File: config.mk
export PLATFORM = sky130hd
export DESIGN_NAME = number_field_flat
export DESIGN_NICKNAME = d
export VERILOG_FILES = /design/src/rtl/number_field_if.sv /design/src/rtl/number_field.sv /design/src/flat_wrapper.sv
export SDC_FILE = /design/constraint.sdc
export NUM_CORES = 1
export LEC_CHECK = 0
export ABC_AREA = 1
export CORE_ASPECT_RATIO = 1.1
export CORE_UTILIZATION = 50
export DETAILED_ROUTE_END_ITERATION = 16
export GPL_TIMING_DRIVEN = 0
export PLACE_DENSITY_LB_ADDON = 0.2
export SKIP_LAST_GASP = 1
export SLEW_MARGIN = 20
export SYNTH_ARGS = -nofsm -noshare
export SYNTH_HDL_FRONTEND = slang
export SYNTH_SLANG_ARGS = --single-unit
File: constraint.sdc
create_clock -name clk -period 5 [get_ports clk]
set_input_delay 0.5 -clock clk [delete_from_list [all_inputs] [get_ports clk]]
set_output_delay 0.5 -clock clk [all_outputs]
set_load 0.005 [all_outputs]
File: src/rtl/number_field_if.sv
// Load/busy handshake carrying the binary value into the number renderer
// and the converter status back out.
interface number_field_if #(
    parameter int VALUE_W = 14
);
    logic [VALUE_W-1:0] value;
    logic               load;
    logic               busy;
    logic               overflow;

    modport master (output value, output load, input busy, input overflow);
    modport slave  (input value, input load, output busy, output overflow);
endinterface

File: src/rtl/number_field.sv
// Multi-digit decimal renderer: sequential double-dabble conversion with an
// atomic digit commit, plus a 3-stage pixel pipeline around the glyph ROM.
module number_field #(
    parameter int           DIGITS         = 4,
    parameter int           VALUE_W        = 14,
    parameter int           WIDTH_NUMBERS  = 21,
    parameter int           HEIGHT_NUMBERS = 23,
    parameter logic [5:0]   INK            = 6'b000011,
    parameter logic [5:0]   BACKGROUND     = 6'b111111,
    parameter bit           BLANK_LEADING  = 1'b1
) (
    input  logic                 clk,
    input  logic                 clr,
    input  logic [9:0]           x_px,
    input  logic [9:0]           y_px,
    input  logic [9:0]           x_pos,
    input  logic [9:0]           y_pos,
    number_field_if.slave        ld,
    output logic [7:0]           x_img,
    output logic [7:0]           y_img,
    input  logic                 pixel,
    output logic [5:0]           color_px
);
    // Seven accumulator nibbles hold any 20-bit input, so bits above the
    // guard digit are never shifted out before the overflow test.
    localparam int ACC_N   = 7;
    localparam int ACC_W   = 4 * ACC_N;
    localparam int FIELD_W = DIGITS * WIDTH_NUMBERS;

    typedef enum logic [1:0] {IDLE, SHIFT, COMMIT} state_t;

    state_t                state_q, state_d;
    logic [VALUE_W-1:0]    bin_q, bin_d;
    logic [ACC_W-1:0]      acc_q, acc_d, acc_adj;
    logic [4:0]            cnt_q, cnt_d;
    logic [4*DIGITS-1:0]   digits_q, digits_d;
    logic                  ovf_q, ovf_d;

    always_comb begin
        state_d  = state_q;
        bin_d    = bin_q;
        acc_d    = acc_q;
        cnt_d    = cnt_q;
        digits_d = digits_q;
        ovf_d    = ovf_q;
        acc_adj  = acc_q;
        for (int i = 0; i < ACC_N; i++) begin
            if (acc_q[4*i +: 4] >= 4'd5) begin
                acc_adj[4*i +: 4] = acc_q[4*i +: 4] + 4'd3;
            end
        end
        case (state_q)
            IDLE: begin
                if (ld.load) begin
                    bin_d   = ld.value;
                    acc_d   = '0;
                    cnt_d   = 5'(VALUE_W - 1);
                    state_d = SHIFT;
                end
            end
            SHIFT: begin
                {acc_d, bin_d} = {acc_adj[ACC_W-2:0], bin_q, 1'b0};
                cnt_d = cnt_q - 5'd1;
                if (cnt_q == 5'd0) begin
                    state_d = COMMIT;
                end
            end
            COMMIT: begin
                ovf_d    = |acc_q[ACC_W-1:4*DIGITS];
                digits_d = ovf_d ? {DIGITS{4'h9}} : acc_q[4*DIGITS-1:0];
                state_d  = IDLE;
            end
            default: state_d = IDLE;
        endcase
    end

    assign ld.busy     = (state_q != IDLE);
    assign ld.overflow = ovf_q;

    // Digit 0 is the most significant nibble of the committed register.
    logic [3:0] digit_nib [DIGITS];
    for (genvar gi = 0; gi < DIGITS; gi++) begin : g_nib
        assign digit_nib[gi] = digits_q[4*(DIGITS-1-gi) +: 4];
    end

    logic [11:0]       rel_x, rel_y, x_base;
    logic              inside0, blank0;
    logic [2:0]        sel;
    logic [3:0]        sel_nib;
    logic [DIGITS-1:0] lead_zero;
    logic              run_zero;
    logic [7:0]        x_img_d, y_img_d;

    always_comb begin
        rel_x   = {2'b00, x_px} - {2'b00, x_pos};
        rel_y   = {2'b00, y_px} - {2'b00, y_pos};
        inside0 = (x_px >= x_pos) && (rel_x < 12'(FIELD_W)) &&
                  (y_px >= y_pos) && (rel_y < 12'(HEIGHT_NUMBERS));
        sel    = 3'd0;
        x_base = 12'd0;
        for (int i = 1; i < DIGITS; i++) begin
            if (rel_x >= 12'(i * WIDTH_NUMBERS)) begin
                sel    = 3'(i);
                x_base = 12'(i * WIDTH_NUMBERS);
            end
        end
        run_zero = 1'b1;
        for (int i = 0; i < DIGITS; i++) begin
            run_zero     = run_zero && (digit_nib[i] == 4'd0);
            lead_zero[i] = run_zero;
        end
        sel_nib = digit_nib[sel];
        blank0  = BLANK_LEADING && lead_zero[sel] && (sel != 3'(DIGITS - 1));
        x_img_d = 8'd0;
        y_img_d = 8'd0;
        if (inside0) begin
            x_img_d = 8'(rel_x - x_base);
            y_img_d = 8'(rel_y + 12'(sel_nib) * 12'(HEIGHT_NUMBERS));
        end
    end

    logic       inside1_q, blank1_q, inside2_q, blank2_q;
    logic [7:0] x_img_q, y_img_q;
    logic [5:0] color_q, color_d;

    always_comb begin
        color_d = BACKGROUND;
        if (inside2_q && !blank2_q && pixel) begin
            color_d = INK;
        end
    end

    always_ff @(posedge clk) begin
        if (clr) begin
            state_q   <= IDLE;
            bin_q     <= '0;
            acc_q     <= '0;
            cnt_q     <= '0;
            digits_q  <= '0;
            ovf_q     <= 1'b0;
            x_img_q   <= '0;
            y_img_q   <= '0;
            inside1_q <= 1'b0;
            blank1_q  <= 1'b0;
            inside2_q <= 1'b0;
            blank2_q  <= 1'b0;
            color_q   <= BACKGROUND;
        end else begin
            state_q   <= state_d;
            bin_q     <= bin_d;
            acc_q     <= acc_d;
            cnt_q     <= cnt_d;
            digits_q  <= digits_d;
            ovf_q     <= ovf_d;
            x_img_q   <= x_img_d;
            y_img_q   <= y_img_d;
            inside1_q <= inside0;
            blank1_q  <= blank0;
            inside2_q <= inside1_q;
            blank2_q  <= blank1_q;
            color_q   <= color_d;
        end
    end

    assign x_img    = x_img_q;
    assign y_img    = y_img_q;
    assign color_px = color_q;
endmodule

File: src/flat_wrapper.sv
// flat-port wrapper written by rule: the top's interface ports become plain ports
module number_field_flat 
#(
    parameter int           DIGITS         = 4,
    parameter int           VALUE_W        = 14,
    parameter int           WIDTH_NUMBERS  = 21,
    parameter int           HEIGHT_NUMBERS = 23,
    parameter logic [5:0]   INK            = 6'b000011,
    parameter logic [5:0]   BACKGROUND     = 6'b111111,
    parameter bit           BLANK_LEADING  = 1'b1
)
  (clk, clr, x_px, y_px, x_pos, y_pos, x_img, y_img, pixel, color_px, ld_value, ld_load, ld_busy, ld_overflow);
  number_field_if #(.VALUE_W(VALUE_W)) ld_i ();
  input  logic clk;
  input  logic clr;
  input  logic [9:0] x_px;
  input  logic [9:0] y_px;
  input  logic [9:0] x_pos;
  input  logic [9:0] y_pos;
  output logic [7:0] x_img;
  output logic [7:0] y_img;
  input  logic pixel;
  output logic [5:0] color_px;
  input wire logic [$bits(ld_i.value)-1:0] ld_value;
  input wire logic [$bits(ld_i.load)-1:0] ld_load;
  output wire logic [$bits(ld_i.busy)-1:0] ld_busy;
  output wire logic [$bits(ld_i.overflow)-1:0] ld_overflow;
  assign ld_i.value = ld_value;
  assign ld_i.load = ld_load;
  assign ld_busy = ld_i.busy;
  assign ld_overflow = ld_i.overflow;
  number_field #(.DIGITS(DIGITS), .VALUE_W(VALUE_W), .WIDTH_NUMBERS(WIDTH_NUMBERS), .HEIGHT_NUMBERS(HEIGHT_NUMBERS), .INK(INK), .BACKGROUND(BACKGROUND), .BLANK_LEADING(BLANK_LEADING)) u_core (.clk(clk), .clr(clr), .x_px(x_px), .y_px(y_px), .x_pos(x_pos), .y_pos(y_pos), .ld(ld_i), .x_img(x_img), .y_img(y_img), .pixel(pixel), .color_px(color_px));
endmodule
# Word level (Yosys, flattened, before mapping)
# Index checks and enable logic that the tools add are counted.
[classes]
n_mul = 1
bitwise = 2
add_sub_neg = 12
n_reduce_logical = 22
mux = 29
n_eq_ne = 5
n_lt_le_gt_ge = 16
[op_table]
columns = ["operator", "count"]
rows = [
  ["case mux 28 bit (2 select lines)", 1],
  [">= comparator 4 x 3 -> 1 bit (second input constant)", 8],
  ["two-way mux 4 bit", 8],
  ["two-way mux 28 bit", 1],
  ["case mux 14 bit (2 select lines)", 1],
  ["adder 4 x 2 -> 4 bit (second input constant)", 6],
  [">= comparator 12 x 6 -> 1 bit (second input constant)", 2],
  ["subtractor 10 x 10 -> 11 bit", 2],
  [">= comparator 10 bit", 2],
  ["two-way mux 6 bit", 3],
  ["zero test 4 bit", 4],
  ["two-way mux 16 bit", 1],
  ["two-way mux 14 bit", 1],
  [">= comparator 12 x 5 -> 1 bit (second input constant)", 1],
  ["< comparator 12 x 5 -> 1 bit (second input constant)", 1],
  ["< comparator 12 x 7 -> 1 bit (second input constant)", 1],
  ["OR reduction 12 bit", 1],
  ["two-way mux 5 bit", 2],
  ["case mux 5 bit (2 select lines)", 1],
  ["logical AND 1 bit", 9],
  ["adder 8 bit", 1],
  ["binary-select mux 4 bit (select 2 bit)", 1],
  ["multiplier 4 x 5 -> 8 bit (second input constant)", 1],
  ["two-way mux 2 bit", 4],
  ["20 further kinds", 24],
]
[word_totals]
register_bits = 92
out_inout_bits = 24

# Longest topological paths before layout
[depth]
ltp_word = 11
ltp_mapped = 37
mapped_depth_nobuf = 37

# Least setup slack after synthesis
# No wires, ideal clock.
[synth_path]
path_kind = "input-to-reg"
from = "in x_px[0]"
to = "reg u_core.y_img_q[7] (netlist: u_core.y_img[7])"
setup_slack_ns = -0.279
cell_stages = 36
required_time_ns = 4.889
arrival_ns = 5.168
cell_sequence = "inv_1 > ha_1 > inv_1 > fa_1 > nand2_2 > nand3_2 > nand3b_4 > nand2_1 > nand2_1 > nand2_2 > inv_1 > nand2_1 > nor2_4 > nand3_2 > nand2_4 > inv_2 > nand2_1 > nand3_1 > nand2_1 > inv_1 > ha_1 > fa_1 > inv_1 > fa_1 > inv_1 > ha_1 > a21oi_1 > nand2_1 > inv_1 > o21ai_0 > a21oi_1 > xor2_1 > xnor2_1 > nand3_1 > nand2_1 > nor2_1"
[synth_via]
elab_chain_cells = 11
elab_cells_between_ends = 20
classes_between = "add/sub: 2; mul: 1; order compare: 5; mux: 6; bitwise: 2; reduce/logical: 4"
[synth_lines]
columns = ["element", "line", "text"]
rows = [
  ["start, declared", "flat_wrapper.sv:16", "input logic [9:0] x_px;"],
  ["subtractor 10 x 10 -> 11 bit", "number_field.sv:95", "rel_x = {2'b00, x_px} - {2'b00, x_pos};"],
  [">= comparator 12 x 5 -> 1 bit", "number_field.sv:102", "if (rel_x >= 12'(i * WIDTH_NUMBERS)) begin"],
  ["two-way mux 1 bit", "number_field.sv:102", ""],
  ["two-way mux 2 bit (2 in series)", "number_field.sv:102", ""],
  ["NOT 2 -> 4 bit (implied by the code)", "number_field.sv:112", "sel_nib = digit_nib[sel];"],
  ["binary-select mux 4 bit (select 2 bit)", "number_field.sv:112", ""],
  ["two-way mux 4 bit (implied by the code) (2 in series)", "number_field.sv:112", ""],
  ["multiplier 4 x 5 -> 8 bit", "number_field.sv:118", "y_img_d = 8'(rel_y + 12'(sel_nib) * 12'(HEIGHT_NUMBERS));"],
  ["adder 8 bit", "number_field.sv:118", ""],
  ["end signal, assigned", "number_field.sv:156", "y_img_q <= y_img_d;"],
  ["end, declared", "number_field.sv:123", "logic [7:0] x_img_q, y_img_q;"],
]
# Several ways; a longest one is shown, not always the timed one. The select of a mux whose other input is x is not followed.
# A chain may end at the register's enable or synchronous reset.

# Worst setup path in the final report
[layout_path]
from = "in x_px[0]"
to = "reg u_core.x_img_q[3] (netlist: u_core.x_img[3])"
[layout_via]
elab_chain_cells = 7
elab_cells_between_ends = 15
classes_between = "add/sub: 2; order compare: 5; mux: 3; bitwise: 1; reduce/logical: 4"
[layout_lines]
columns = ["element", "line", "text"]
rows = [
  ["parallel branches: the longest is 7 deep, another holds >= comparator 12 x 5 -> 1 bit", "n/a", ""],
  ["end signal, assigned", "number_field.sv:155", "x_img_q <= x_img_d;"],
  ["end, declared", "number_field.sv:123", ""],
]
# Several ways; the timed one is not identified.

==> flow_metrics.py <==
metrics = {
    "outcome": {
        "status": "complete, but fails checks",
        "violations": "negative setup slack",
    },
    "grt": {
        "grt_max_degree": 18,
        "gr-total-overflow": 0,
        "grt_pass1_vias": 5727,
        "track_usage": 0.254,
        "antenna_found_initial": 0,
        "grt_first_pass_wirelength_mm": 25.8,
    },
    "cells_and_area": {
        "final-seq-area_um2": 1740,
        "nNetsFinal": 1131,
        "antenna_cells": 0,
        "area.growth.synth_to_final_pct": 35.3,
        "drive_gt1_frac": 0.234,
        "fill_cells": 938,
        "multi_input_area_um2": 4110,
        "final_cells": 1159,
    },
    "synthesis": {
        "ys_types": 50,
        "synth_top_area_frac": 0.282,
        "ys_ff_latch": 87,
        "syn_avg_cell_area_um2": 7.33,
        "yosysMostFrequentCell": "nand2_1",
        "synthArstFlopShare": 0,
        "synth-seq-area-share": 0.282,
        "syn_area_um2": 6180,
        "syn_inst": 844,
        "synthTopCellsByCount": "nand2_1, inv_1, dfxtp_1, a21oi_1, ha_1",
        "synth_edf_count": 0,
        "synthFlopType": "dfxtp_1",
        "synth_top_area_cell": "dfxtp_1",
        "synth_area_leaders": "dfxtp_1, ha_1, nand2_1",
        "yosys_warnings": 0,
    },
    "setup_path": {
        "reg2reg_to": "u_core.y_img[7]",
        "slowest_delay_ns": 0.41,
        "path_class": "input port to flip-flop",
        "crit_path_frequent_cell": "buf_4",
        "r2r_cells": 21,
        "r2r_start": "u_core.digit_nib[15]",
        "arrival_ns": 5.50,
        "crit_required_ns": 5.30,
        "cp_max_fo": 10,
        "slowest_stage": "fa_2",
        "cp-start-kind": "input port",
        "end_kind": "flip-flop",
        "r2r_setup_slack_ns": 1.44,
    },
    "drt": {
        "drt_first_pass_iters": 5,
        "final_antenna_net_count": 0,
        "drt-initial-drc-count": 230,
        "drc": 0,
        "wl_per_cell_um": 13.8,
        "num_vias": 5927,
        "routed_wl_mm": 16.0,
        "via_per_inst": 5.11,
    },
    "timing": {
        "max_freq_mhz": 192,
        "worst_pin_slew_ns": 0.945,
        "period_minus_slack_ns": 5.20,
        "min_period_over_period": 1.04,
        "setup_viol": 17,
        "rsz0062_at_grt": "yes",
        "setup_slack_ns": -0.199,
        "finalHoldViolCount": 0,
        "max_slew_margin": 0.365,
        "drv_slew": 0,
        "skew_ns": 0.0121,
    },
    "hold_path": {
        "whs_path_depth": 1,
        "hold_start": "u_core.inside2_q",
        "hold_class": "flip-flop to flip-flop",
        "hold_path_end": "u_core.color_px[4]",
    },
    "place": {
        "dpl.hpwl_mm": 10.2,
        "portBuffers": 79,
        "gp_congestion": 0.819,
        "place_inst": 1078,
    },
    "power": {
        "power_frac_seq": 0.333,
        "switching_share": 0.354,
        "p_leak_nw": 3.79,
        "p_total_w": 0.00221,
        "pwr-share-comb": 0.362,
        "clkPwrFrac": 0.306,
        "p_int_w": 0.00143,
        "powerDensity_nw_per_um2": 264,
        "peakVddDrop_v": 0.000231,
        "p_sw_w": 0.000783,
    },
    "die": {
        "ios": 82,
        "core_um2": 12000,
        "initial_utilization": 0.514,
        "die_w_um": 108,
        "dieArea_um2": 12800,
        "rows": 42,
        "die_y_um": 119,
    },
    "cts": {
        "clk_path_buf_depth": 2,
        "clkLatencyLatePin_ns": 0.36,
        "cts_buffers": 9,
        "htree_num_levels": 3,
        "cts_tree": "yes",
        "clkTransAtPathRegs_ns": 0.07,
        "cts_hold_buf": 0,
        "root_buffer": "clkbuf_16",
        "clock_sinks": 87,
    },
    "job": {
        "max_cap_viol_count": 0,
    },
}
-- logic make-up after synthesis --
logic type	count (synthesis)	share of synthesized area
buffers and inverters	183	0.118
adders and majority gates	73	0.162
and+or+nand+nor	314	0.248
DFF	87	0.282
other	1	0.000606
AOI/OAI and AO/OA	158	0.148
xor gates and xnor gates	28	0.0421
-- cell usage in the layout (no fill, tap or decap), types with 11 or more instances in the layout --
cell and n:
xnor2_1 11, inv_1 128, nand2_4 13, a21oi_1 73, inv_2 23, clkdlybuf4s50_1 61
nand2_2 35, o21ai_0 33, dfxtp_1 87, ha_4 11, dlygate4sd2_1 13, clkbuf_1 15
buf_4 68, ha_1 50, nor2_4 16, nand3_1 39, nor2_1 47, nand2_1 126
xor2_1 15
-- per-layer routing --
layer	part of all wire	vias up	global-route usage	wire, um
met5	0	-	0	0
li1	-	3024	-	-
met1	0.43	2723	0.294	6830
met2	0.50	141	0.455	7980
met3	0.041	39	0.0408	653
met4	0.031	0	0.103	499
-- cell type report --
cell class / count / area share
Buffer: 22 / 0.0142
Clock inverter: 6 / 0.00673
Tap cell: 154 / 0.0230
Clock buffer: 10 / 0.0286
Inverter: 161 / 0.0758
Multi-Input combinational cell: 575 / 0.491
Sequential cell: 87 / 0.208
Timing Repair Buffer: 144 / 0.152
-- power groups by stage --
stage          Combinational (W)  Sequential, W  Clock (W)
3_3_place_gp            0.000611       0.000752          0
6_report                0.000801       0.000737   0.000677
3_5_place_dp            0.000620       0.000752          0
5_1_grt                 0.000879       0.000740   0.000719
2_1_floorplan           0.000467       0.000748          0
4_1_cts                 0.000757       0.000736   0.000688
-- worst max-delay path: cells and delay by family --
kind / cells / cell delay (ns)
buffers and inverters: 29 / 3.39
AND/OR/NAND/NOR: 9 / 0.92
adder cells (fa/ha/maj): 2 / 0.52
AO/OA/AOI/OAI: 1 / 0.15
-- per-stage QoR --
step                utilization  setup slack [ns]  hold WS, ns  TNS (ns)  instance area, um^2
CTS                       0.688           0.00784        0.386         0                 8280
detailed placement        0.602            -0.856        0.376     -2.06                 7250
global route              0.696            -0.355        0.401     -4.45                 8370
finish                    0.696            -0.199        0.381     -2.08                 8370
global placement          0.602            -0.793        0.374     -1.84                 7250
floorplan                     -           0.00474        0.366         0                 6260
-- worst max-delay path by stage --
stage | depth (start not counted) | endpoint | slack, ns | startpoint
2_1_floorplan | 35 | u_core.y_img[7] | 0.005 | x_px[0]
3_3_place_gp | 35 | u_core.y_img[7] | -0.79 | x_pos[0]
3_5_place_dp | 36 | u_core.y_img[7] | -0.86 | x_pos[0]
4_1_cts | 34 | u_core.y_img[7] | 0.008 | x_pos[8]
5_1_grt | 38 | u_core.y_img[7] | -0.35 | x_px[0]
6_report | 41 | u_core.x_img[3] | -0.20 | x_px[0]
-- flip-flops by register name, indices dropped and copies added, names as in the netlist, 2 cells and up --
name	flops
u_core.y_img	8
u_core.cnt_q	5
u_core.state_q	2
u_core.x_img	8
u_core.digit_nib	16
u_core.acc_q	28
u_core.bin_q	14
-- timing repair --
item                                   in CTS  in global routing
endpoints found under the hold margin       0                  0
pin swaps                                  62                 34
buffers inserted                           59                  6
resized for setup                         101                 14
setup endpoints to repair                   3                 16
No activity file was read; power rests on OpenSTA's default activity.
